<file path="src/rtl/morse_rx_if.sv">
// Decoded-character output channel of morse_rx: valid/ready byte stream plus
// the one-cycle overrun and code_err flags.
interface morse_rx_if;
    logic [7:0] ascii_out;
    logic       ascii_valid;
    logic       ascii_ready;
    logic       overrun;
    logic       code_err;

    modport master (output ascii_out, output ascii_valid, output overrun,
                    output code_err, input ascii_ready);
    modport slave  (input ascii_out, input ascii_valid, input overrun,
                    input code_err, output ascii_ready);
endinterface

</file>
<file path="src/rtl/morse_rx.sv">
// Morse receiver: measures mark/space runs of a synchronized serial line against
// a latched unit length, decodes ITU letters/digits and queues one ASCII byte.
module morse_rx #(
    parameter int SYNC_STAGES = 2,
    parameter int MAX_ELEMS   = 6
) (
    input  logic        clk,
    input  logic        arst_n,
    input  logic [31:0] unit_len,
    input  logic        morse_in,
    morse_rx_if.master  rx
);
    typedef enum logic [1:0] {IDLE, MARK, SPACE, GAP} state_t;

    state_t                 state;
    logic [SYNC_STAGES-1:0] sync;
    logic                   m, m_d, rise, fall;
    logic [31:0]            u;
    logic [34:0]            cnt, t2, t5;
    logic [2:0]             len;
    logic [MAX_ELEMS-1:0]   bits;
    logic                   too_long;
    logic [7:0]             lut, emit_byte, out_q;
    logic                   emit_chr, emit_spc, emit, emit_err, pop;
    logic                   valid_q, overrun_q, err_q;

    function automatic logic [7:0] decode(input logic [2:0] n, input logic [7:0] p);
        case ({n, p})
            {3'd2, 8'b01}:    return 8'h41;  {3'd4, 8'b1000}:  return 8'h42;
            {3'd4, 8'b1010}:  return 8'h43;  {3'd3, 8'b100}:   return 8'h44;
            {3'd1, 8'b0}:     return 8'h45;  {3'd4, 8'b0010}:  return 8'h46;
            {3'd3, 8'b110}:   return 8'h47;  {3'd4, 8'b0000}:  return 8'h48;
            {3'd2, 8'b00}:    return 8'h49;  {3'd4, 8'b0111}:  return 8'h4A;
            {3'd3, 8'b101}:   return 8'h4B;  {3'd4, 8'b0100}:  return 8'h4C;
            {3'd2, 8'b11}:    return 8'h4D;  {3'd2, 8'b10}:    return 8'h4E;
            {3'd3, 8'b111}:   return 8'h4F;  {3'd4, 8'b0110}:  return 8'h50;
            {3'd4, 8'b1101}:  return 8'h51;  {3'd3, 8'b010}:   return 8'h52;
            {3'd3, 8'b000}:   return 8'h53;  {3'd1, 8'b1}:     return 8'h54;
            {3'd3, 8'b001}:   return 8'h55;  {3'd4, 8'b0001}:  return 8'h56;
            {3'd3, 8'b011}:   return 8'h57;  {3'd4, 8'b1001}:  return 8'h58;
            {3'd4, 8'b1011}:  return 8'h59;  {3'd4, 8'b1100}:  return 8'h5A;
            {3'd5, 8'b11111}: return 8'h30;  {3'd5, 8'b01111}: return 8'h31;
            {3'd5, 8'b00111}: return 8'h32;  {3'd5, 8'b00011}: return 8'h33;
            {3'd5, 8'b00001}: return 8'h34;  {3'd5, 8'b00000}: return 8'h35;
            {3'd5, 8'b10000}: return 8'h36;  {3'd5, 8'b11000}: return 8'h37;
            {3'd5, 8'b11100}: return 8'h38;  {3'd5, 8'b11110}: return 8'h39;
            default:          return 8'h3F;
        endcase
    endfunction

    always_comb begin
        m         = sync[SYNC_STAGES-1];
        rise      = m & ~m_d;
        fall      = ~m & m_d;
        t2        = {2'b00, u, 1'b0};
        t5        = {3'b000, u} + {1'b0, u, 2'b00};
        lut       = decode(len, 8'(bits));
        emit_chr  = (state == SPACE) && (cnt == t2);
        emit_spc  = (state == GAP) && (cnt == t5);
        emit      = emit_chr | emit_spc;
        emit_err  = emit_chr && (too_long || lut == 8'h3F);
        emit_byte = emit_spc ? 8'h20 : (too_long ? 8'h3F : lut);
        pop       = valid_q & rx.ascii_ready;
    end

    always_ff @(posedge clk) begin
        if (!arst_n) begin
            state     <= IDLE;
            sync      <= '0;
            m_d       <= 1'b0;
            u         <= 32'd1;
            cnt       <= '0;
            len       <= '0;
            bits      <= '0;
            too_long  <= 1'b0;
            out_q     <= '0;
            valid_q   <= 1'b0;
            overrun_q <= 1'b0;
            err_q     <= 1'b0;
        end else begin
            sync      <= {sync[SYNC_STAGES-2:0], morse_in};
            m_d       <= m;
            // the edge cycle is the first cycle of the new run, so cnt == run length
            cnt       <= (rise | fall) ? 35'd1 : (&cnt ? cnt : cnt + 35'd1);
            overrun_q <= 1'b0;
            err_q     <= 1'b0;

            case (state)
                IDLE: if (rise) begin
                    state <= MARK;
                    u     <= (unit_len == 32'd0) ? 32'd1 : unit_len;
                end
                MARK: if (fall) begin
                    if (len == 3'(MAX_ELEMS)) too_long <= 1'b1;
                    else begin
                        len  <= len + 3'd1;
                        bits <= {bits[MAX_ELEMS-2:0], cnt >= t2};
                    end
                    state <= SPACE;
                end
                SPACE: if (emit_chr) begin
                    len      <= '0;
                    bits     <= '0;
                    too_long <= 1'b0;
                    state    <= rise ? MARK : GAP;
                end else if (rise) state <= MARK;
                GAP: if (rise) state <= MARK;
                     else if (emit_spc) state <= IDLE;
                default: state <= IDLE;
            endcase

            if (emit) begin
                if (!valid_q || pop) begin
                    out_q   <= emit_byte;
                    valid_q <= 1'b1;
                    err_q   <= emit_err;
                end else overrun_q <= 1'b1;
            end else if (pop) valid_q <= 1'b0;
        end
    end

    assign rx.ascii_out   = out_q;
    assign rx.ascii_valid = valid_q;
    assign rx.overrun     = overrun_q;
    assign rx.code_err    = err_q;
endmodule

</file>
<file path="src/flat_wrapper.sv">
// flat-port wrapper written by rule: the top's interface ports become plain ports
module morse_rx_flat 
#(
    parameter int SYNC_STAGES = 2,
    parameter int MAX_ELEMS   = 6
)
  (clk, arst_n, unit_len, morse_in, rx_ascii_out, rx_ascii_valid, rx_overrun, rx_code_err, rx_ascii_ready);
  morse_rx_if rx_i ();
  input  logic clk;
  input  logic arst_n;
  input  logic [31:0] unit_len;
  input  logic morse_in;
  output wire logic [$bits(rx_i.ascii_out)-1:0] rx_ascii_out;
  output wire logic [$bits(rx_i.ascii_valid)-1:0] rx_ascii_valid;
  output wire logic [$bits(rx_i.overrun)-1:0] rx_overrun;
  output wire logic [$bits(rx_i.code_err)-1:0] rx_code_err;
  input wire logic [$bits(rx_i.ascii_ready)-1:0] rx_ascii_ready;
  assign rx_ascii_out = rx_i.ascii_out;
  assign rx_ascii_valid = rx_i.ascii_valid;
  assign rx_overrun = rx_i.overrun;
  assign rx_code_err = rx_i.code_err;
  assign rx_i.ascii_ready = rx_ascii_ready;
  morse_rx #(.SYNC_STAGES(SYNC_STAGES), .MAX_ELEMS(MAX_ELEMS)) u_core (.clk(clk), .arst_n(arst_n), .unit_len(unit_len), .morse_in(morse_in), .rx(rx_i));
endmodule
</file>
<file path="config.mk">
export PLATFORM = sky130hd
export DESIGN_NAME = morse_rx_flat
export DESIGN_NICKNAME = d
export VERILOG_FILES = /design/src/rtl/morse_rx_if.sv /design/src/rtl/morse_rx.sv /design/src/flat_wrapper.sv
export SDC_FILE = /design/constraint.sdc
export NUM_CORES = 1
export LEC_CHECK = 0
export ABC_CLOCK_PERIOD_IN_PS = 9500
export BUFFER_PORTS_ARGS = -buffer_cell sky130_fd_sc_hd__buf_2
export CORE_MARGIN = 2
export CORE_UTILIZATION = 56
export CTS_BUF_LIST = sky130_fd_sc_hd__clkbuf_4
export CTS_CLUSTER_DIAMETER = 120
export DETAILED_ROUTE_END_ITERATION = 7
export PLACE_DENSITY_LB_ADDON = 0.1
export RECOVER_POWER = 25
export SLEW_MARGIN = 20
export SYNTH_ARGS = -nofsm -noshare
export SYNTH_HDL_FRONTEND = slang
export SYNTH_SLANG_ARGS = --single-unit
</file>
<file path="constraint.sdc">
create_clock -name clk -period 9.5 [get_ports clk]
set_input_delay 0.475 -clock clk [delete_from_list [all_inputs] [get_ports clk]]
set_output_delay 0.475 -clock clk [all_outputs]
set_load 0.02 [all_outputs]
</file>
# Word level (Yosys, flattened, before mapping)
# Index checks and enable logic that the tools add are counted.
[totals]
reg_bits = 93
[op_classes]
reduce_logical = 20
n_lt_le_gt_ge = 1
addsub = 3
n_eq_ne = 50
bitwise = 8
n_mux = 29
[ops]
columns = ["cell", "count"]
rows = [
  ["one-hot mux 7 bit (36 select lines)", 1],
  ["== test 9 bit (second input constant)", 22],
  ["== test 9 x 8 -> 1 bit (second input constant)", 12],
  ["adder 32 x 34 -> 35 bit", 1],
  ["adder 35 x 1 -> 35 bit (second input constant)", 1],
  ["== test 35 x 33 -> 1 bit", 1],
  ["== test 35 bit", 1],
  [">= comparator 35 x 33 -> 1 bit", 1],
  ["AND reduction 35 bit", 1],
  ["logical NOT 32 bit", 1],
  ["two-way mux 32 bit", 1],
  ["== test 9 x 7 -> 1 bit (second input constant)", 2],
  ["two-way mux 6 bit", 3],
  ["two-way mux 2 bit", 6],
  ["one-hot mux 6 bit (2 select lines)", 1],
  ["AND reduction 2 bit", 5],
  ["two-way mux 1 bit", 9],
  ["two-way mux 3 bit", 3],
  ["two-way mux 8 bit", 1],
  ["inequality test 2 x 1 -> 1 bit (second input constant)", 4],
  ["one-hot mux 2 bit (4 select lines)", 1],
  ["AND reduction 4 bit", 2],
  ["== test 7 x 6 -> 1 bit (second input constant)", 1],
  ["two-way mux 7 bit", 1],
  ["18 further kinds", 29],
]

# Logic depth before layout (Yosys ltp)
# Gate-level depths: netlist (run 1).
[logic_depth]
word_depth = 6
mapped_depth = 13
mapped_depth_nobuf = 12

# Worst setup path before layout (run 1)
# Ideal clock, no wire load.
[synth_path]
path_type = "register to register"
from = "register u_core.u[0]"
to = "register u_core.out_q[6] (netlist: u_core.rx.ascii_out[6])"
arrival_time_ps = 2918
required_time_ps = 9367
period_less_slack_ps = 3052
stages_incl_launch_ff = 13
setup_time_ps = 133
slack_ps = 6448
path_cell_list = "dfxtp_1 ha_1 fa_1 a21oi_1 o221ai_2 a21oi_1 mux2_2 o211ai_1 a2111o_1 nor4_2 nand4_2 nand4_1 o211ai_1"
[synth_between]
elab_chain_len = 5
[synth_lines]
columns = ["element", "line_no", "source"]
rows = [
  ["start, declared", "morse_rx.sv:18", "logic [31:0] u;"],
  ["start signal, assigned", "morse_rx.sv:91", "u <= (unit_len == 32'd0) ? 32'd1 : unit_len;"],
  ["adder 32 x 34 -> 35 bit", "morse_rx.sv:56", "t5 = {3'b000, u} + {1'b0, u, 2'b00};"],
  ["== test 35 bit", "morse_rx.sv:59", "emit_spc = (state == GAP) && (cnt == t5);"],
  ["logical AND 1 bit", "morse_rx.sv:59", ""],
  ["OR 1 bit", "morse_rx.sv:60", "emit = emit_chr | emit_spc;"],
  ["AND reduction 2 bit (no line)", "n/a", ""],
  ["end signal, assigned", "morse_rx.sv:114", "out_q <= emit_byte;"],
  ["end, declared", "morse_rx.sv:23", "logic [7:0] lut, emit_byte, out_q;"],
]
# Several ways; a longest one is shown, not always the timed one.
# A chain may end at the register's enable or synchronous reset.

# Worst setup path after layout (run 1)
# Same ends and word-level chain as after synthesis.

==> run metrics, run 1 <==
run status=finished with violations; failing checks=capacitance limit, slew limit; core footprint=0.0140 mm²; Max Transition Viols Final=48; Layout area overhead=4.70%; DIE HEIGHT=124 µm; crit-path cells=ha_1 -> fa_1 -> a21oi_1 -> o221ai_2 -> o221ai_1 -> nor4b_1 -> nand4_1 -> or4b_1 -> nor4_2 -> nand4_2 -> nand4_1 -> o211ai_1; WP data required=9.80 ns; Layout Cell Area excl Fill=0.00844 mm²; worst vdd ir=around 0.00011 V; via count=around 8.4k; ANT nets after route=0; final period utilization=0.449; CP endpoint kind=flip-flop; commonest non-fill, non-tap cell in the layout=nand2_1; Critical Path Max Stage Delay=0.58 ns; CTS tree=built; drt total wl=25100 µm; Top Usage Layer GRT=met2; CP max FO=8; worst clock skew=0.0236 ns; WP data arrival=4.57 ns; Worst-Skew Late Latency=0.49 ns; die area=~0.015 mm²; post-cts gate resize count=0; GP Congestion=roughly 1; largest net degree at the start of global routing=48; H-tree depth=3; crit path time final=4.27 ns; port bufs=45; M2 GR Usage=0.519; Clk pin slew, worst setup/hold paths=0.17 ns; fraction of layout cells with a size suffix above 1=0.0704; DPL Wire Length=19900 µm; num ports=between 40 and 50; Die X=between 100 and 150 µm; DP Area=~0.0083 mm²; post-synthesis cell area=between 0.008 and 0.009 mm²; slew margin rel.=-0.520; Syn Area/Cell=7.23 µm²; fmax=234 MHz; Seq cells post-synth=92; setup ws final=around 5.2 ns; RSZ-0062 raised after global routing=no; R2R setup slack=between 5 and 6 ns; slew of the pin with the lowest slew margin=2.28 ns; number of iterations in the first detailed-routing pass=8; Sequential cell area=0.00184 mm²; Crit Path Category=flip-flop to flip-flop; total grt overflow=0; Post-synth EDFFs=0; most frequent cells in the layout=nand2_1 (163), a21oi_1 (111), nor2_1 (94); GR Layer Usage met1=0.469; total global-route track usage=0.336; final design utilization=0.603; starting density of the core=0.576; Core Rows=43; dpl ws=5.45 ns; Final Hold Violating Endpoints=0; power density cells=90.2 mW/mm²; final net count=approximately 1.2k; synth unique cells=86; syn nets=approximately 1.2k; cell family with most CP delay=simple AND/OR/NAND/NOR gates; met3 GRT Util=0.0572; critical path's most frequent cell=nand4_1; first-pass GRT wire length=39700 µm; Synthesis Warnings=0; TritonCTS Buffers=9; Most used DFF post-synth=dfxtp_1; Buf/Inv on CP=0; CP max stage cell=nor4b_1; Sum Neg Setup Slack=0 ns; static leakage=3.22 nW; asr flop ratio synth=0; Tightest Hold Check Type=input port to flip-flop; Syn Inst Count=1114; root buffer cell=clkbuf_4; vias in the first global route=7404; clk sinks=92; Post-route DRC=0; CTS Hold Bufs=0; Seq/Total Area, Yosys=0.229; Clock Path Buffers=2; post-CTS setup buffers=0; WL/cell=between 15 and 20 µm; Multi-input gate area=slightly below 0.006 mm²; DRT iter0 DRCs=a little over 800; Via density=6.41; initial antenna violation count=1; final-report setup violation count=0; Worst Setup Start Kind=flip-flop; fillers=about 1.4k; Max Cap Viol=1
## layer usage
layer | wire, µm | up-vias
li1 | - | 4049
met1 | 11500 | 3858
met2 | 10900 | 372
met3 | 1820 | 77
met4 | 947 | 0
met5 | 0 | -
## cells in the mapped netlist (all sizes together) (20+ instances only)
library cell	instances	area [µm²]
nand2	164	616
a21oi	113	573
nor2	94	353
dfxtp	92	1840
ha	69	863
inv	54	203
o21ai	48	244
nand3	47	235
nand4	42	269
xnor2	38	333
clkbuf	37	140
xor2	37	324
nor3	23	120
nor4	20	131
## logic make-up (layout without fill, tap and decap cells)
family	Yosys count	in the layout	share of synthesized area
flops	92	92	0.229
simple gates	462	462	0.279
buf+inv	111	119	0.0543
other cells	1	2	0.000465
fa+ha+maj	70	70	0.110
mux	3	3	0.00388
xor+xnor	75	75	0.0815
compound gates	300	300	0.243
## worst register-to-register path, delay by kind of cell, from the launching register on
kind	cells	cell delay, ns
DFF	1	0.43
AOI/OAI and AO/OA	4	0.84
adders and majority gates	2	0.46
and+or+nand+nor	6	2.37
## sequential cells by signal, indices dropped and copies added, names as in the netlist
signal,cells
u_core.rx.code_err,1
u_core.m_d,1
u_core.cnt,35
u_core.too_long,1
u_core.rx.ascii_out,7
u_core.bits,6
u_core.sync,2
u_core.state,2
u_core.rx.ascii_valid,1
u_core.rx.overrun,1
u_core.len,3
u_core.u,32
## stage by stage
step                      cells  hold WS (ns)  power [mW]
final                      1303         0.195       0.761
after global routing       1303         0.186       0.798
after CTS                  1302         0.160       0.767
after detailed placement   1286         0.428       0.540
after global placement     1286         0.425       0.540
after floorplan            1114         0.412       0.500
## power by group
group          internal, mW  total (mW)  switching [mW]
Sequential            0.393       0.402         0.00965
Clock                0.0631       0.226           0.163
Combinational        0.0495       0.132          0.0829
## path summary, 6_finish.rpt
| path | depth (start not counted) | end | start |
|---|---|---|---|
| setup / recovery | 12 | u_core.rx.ascii_out[6] | u_core.u[0] |
| setup reg to reg | 12 | u_core.rx.ascii_out[6] | u_core.u[0] |
| hold / removal | 2 | u_core.sync[0] | morse_in |
| hold reg to reg | 1 | u_core.sync[1] | u_core.sync[0] |
## final cells by class
class / count / share of cell area
multi-input combinational: 911 / 0.685
sequential: 92 / 0.218
timing repair buffer: 48 / 0.0273
tap: 180 / 0.0267
inverter: 55 / 0.0245
clock inverter: 7 / 0.00949
clock buffer: 9 / 0.00801
antenna: 1 / 0.000297
Note: power is estimated with default switching activity, not from simulation.
==> run 2: changes to the inputs <==
--- a/config.mk
+++ b/config.mk
@@ -5,7 +5,7 @@
 export SDC_FILE = /design/constraint.sdc
 export NUM_CORES = 1
 export LEC_CHECK = 0
-export ABC_CLOCK_PERIOD_IN_PS = 9500
+export ABC_CLOCK_PERIOD_IN_PS = 4400
 export BUFFER_PORTS_ARGS = -buffer_cell sky130_fd_sc_hd__buf_2
 export CORE_MARGIN = 2
 export CORE_UTILIZATION = 56
==> constraint.sdc (replaced) <==
create_clock -name clk -period 4.4 [get_ports clk]
set_input_delay 0.22 -clock clk [delete_from_list [all_inputs] [get_ports clk]]
set_output_delay 0.22 -clock clk [all_outputs]
set_load 0.02 [all_outputs]
==> run 2 against run 1 <==
- the flow still finishes with violations (capacitance limit, slew limit)
- largest cell class unchanged
- global-route usage rose by 0.53 points
- critical path type unchanged
- flip-flop and latch count did not move
- combinational power rose by 140%
- clock power rose by 150%
- clock-buffer cell count did not move
- maximum frequency rose by 5.0%
==> run metrics, run 2 (synthesis results as in run 1) <==
run status=finished with violations (unchanged); failing checks=capacitance limit, slew limit (unchanged); static leakage=3.39 nW (was 3.22 nW); cell family with most CP delay=simple AND/OR/NAND/NOR gates (unchanged); Top reg by flops=u_core.cnt (unchanged); Critical Path Max Stage Delay=0.56 ns (was 0.58 ns); first-pass GRT wire length=40400 µm (was 39700 µm); Worst-Skew Late Latency=0.48 ns (was 0.49 ns); WP data required=4.69 ns (was 9.80 ns); largest net degree at the start of global routing=48 (unchanged); DPL Wire Length=19800 µm (was 19900 µm); Sum Neg Setup Slack=0 ns (unchanged); Die X=124 µm (unchanged); CP max FO=8 (unchanged); Tightest Hold Check Type=input port to flip-flop (unchanged); die area=0.0154 mm² (unchanged); ANT nets after route=0 (unchanged); critical path's most frequent cell=nand4_1 (unchanged); TritonCTS Buffers=9 (unchanged); Clk pin slew, worst setup/hold paths=0.16 ns (was 0.17 ns); slew of the pin with the lowest slew margin=2.30 ns (was 2.28 ns); Via density=6.41 (about the same); slew margin rel.=-0.530 (was -0.520); Buf/Inv on CP=0 (unchanged); crit-path cells=ha_1 -> fa_1 -> a21oi_1 -> o221ai_2 -> o221ai_1 -> nor4b_2 -> nand4_1 -> or4b_1 -> nor4_2 -> nand4_2 -> nand4_1 -> o211ai_1 (was ha_1 -> fa_1 -> a21oi_1 -> o221ai_2 -> o221ai_1 -> nor4b_1 -> nand4_1 -> or4b_1 -> nor4_2 -> nand4_2 -> nand4_1 -> o211ai_1); starting density of the core=0.576 (unchanged); GP Congestion=1.09 (was 1.02); fraction of layout cells with a size suffix above 1=0.0761 (was 0.0704); WP depth=12 (unchanged); final period utilization=0.923 (was 0.449); power density cells=199 mW/mm² (was 90.2 mW/mm²); clk sinks=92 (unchanged); commonest non-fill, non-tap cell in the layout=nand2_1 (unchanged); root buffer cell=clkbuf_4 (unchanged); CP max stage cell=or4b_1 (was nor4b_1); WL/cell=19.5 µm (was 19.3 µm); Core Rows=43 (unchanged); number of iterations in the first detailed-routing pass=7 (was 8); crit path time final=4.06 ns (was 4.27 ns); Max Transition Viols Final=48 (unchanged); port bufs=45 (unchanged); Crit Path Category=flip-flop to flip-flop (unchanged); drt total wl=26100 µm (was 25100 µm); Layout area overhead=8.98% (was 4.70%); fmax=246 MHz (was 234 MHz); most frequent cells in the layout=nand2_1 (163), a21oi_1 (111), nor2_1 (94) (unchanged); WP data arrival=4.36 ns (was 4.57 ns); CP endpoint kind=flip-flop (unchanged); total grt overflow=0 (unchanged); Clock Path Buffers=2 (unchanged); Worst Setup Start Kind=flip-flop (unchanged); WHS Path Cells=3 (was 2); initial antenna violation count=1 (unchanged); num ports=47 (unchanged); final-report setup violation count=0 (unchanged); worst clock skew=0.0230 ns (was 0.0236 ns); H-tree depth=3 (unchanged); number of flip-flops in the largest register=35 (unchanged); post-CTS setup buffers=0 (unchanged); total global-route track usage=0.341 (was 0.336); worst vdd ir=0.000191 V (was 0.000105 V); Post-route DRC=0 (unchanged); final net count=1257 (was 1223); CTS tree=built (unchanged); vias in the first global route=7671 (was 7404); DIE HEIGHT=124 µm (unchanged); Final Hold Violating Endpoints=0 (unchanged); Max Cap Viol=1 (unchanged); R2R cell count=12 (unchanged); final hold slack=0.0153 ns (was 0.195 ns); core footprint=0.0140 mm² (unchanged); RSZ-0062 raised after global routing=no (unchanged); DRT iter0 DRCs=767 (was 822); via count=8570 (was 8356)
-- run 2: power breakdown --
group,internal (mW),switching [mW]
sequential,0.848,0.0194
combinational,0.128,0.190
clock,0.236,0.324
total,1.21,0.534
-- run 2: what timing repair did --
action	in CTS	in global routing
endpoints found under the setup margin	0	3
hold endpoints to repair	26	0
gates resized for setup	0	1
hold buffers	26	0
-- run 2: cell type report --
| type | count | area (µm²) |
|---|---|---|
| Timing Repair Buffer | 82 | 551 |
| Clock buffer | 9 | 67.6 |
| Fill cell | 1340 | 5210 |
| Inverter | 55 | 206 |
| Multi-Input combinational cell | 911 | 5790 |
| Antenna cell | 1 | 2.50 |
| Tap cell | 180 | 225 |
| Clock inverter | 7 | 98.8 |
| Sequential cell | 92 | 1840 |
-- run 2: through the flow --
stage	setup WS, ns	instance area (µm²)	power [mW]	instances	utilization
2_1_floorplan	1.35	8060	1.08	1114	-
3_3_place_gp	0.480	8360	1.17	1294	0.598
3_5_place_dp	0.409	8360	1.17	1294	0.598
4_1_cts	0.384	8790	1.74	1336	0.628
5_1_grt	0.162	8780	1.81	1337	0.628
6_report	0.337	8780	1.74	1337	0.628
-- run 2: worst paths after layout --
check                      start                endpoint  slack, ns
setup / recovery     u_core.u[0]  u_core.rx.ascii_out[6]       0.34
hold / removal      unit_len[28]            u_core.u[28]       0.02
setup reg to reg     u_core.u[0]  u_core.rx.ascii_out[6]       0.34
hold reg to reg   u_core.sync[0]          u_core.sync[1]       0.44
-- run 2: worst min-delay path, stage by stage --
cell     delay (ns)
buf_2          0.11
nand2_1        0.08
a21oi_1        0.06
-- run 2: routing by layer --
metal	GRT usage	up-vias	wire, µm
met2	0.546	420	11800
li1	-	4131	-
met4	0.143	0	952
met3	0.0572	68	1950
met5	0	-	0
met1	0.454	3951	11400
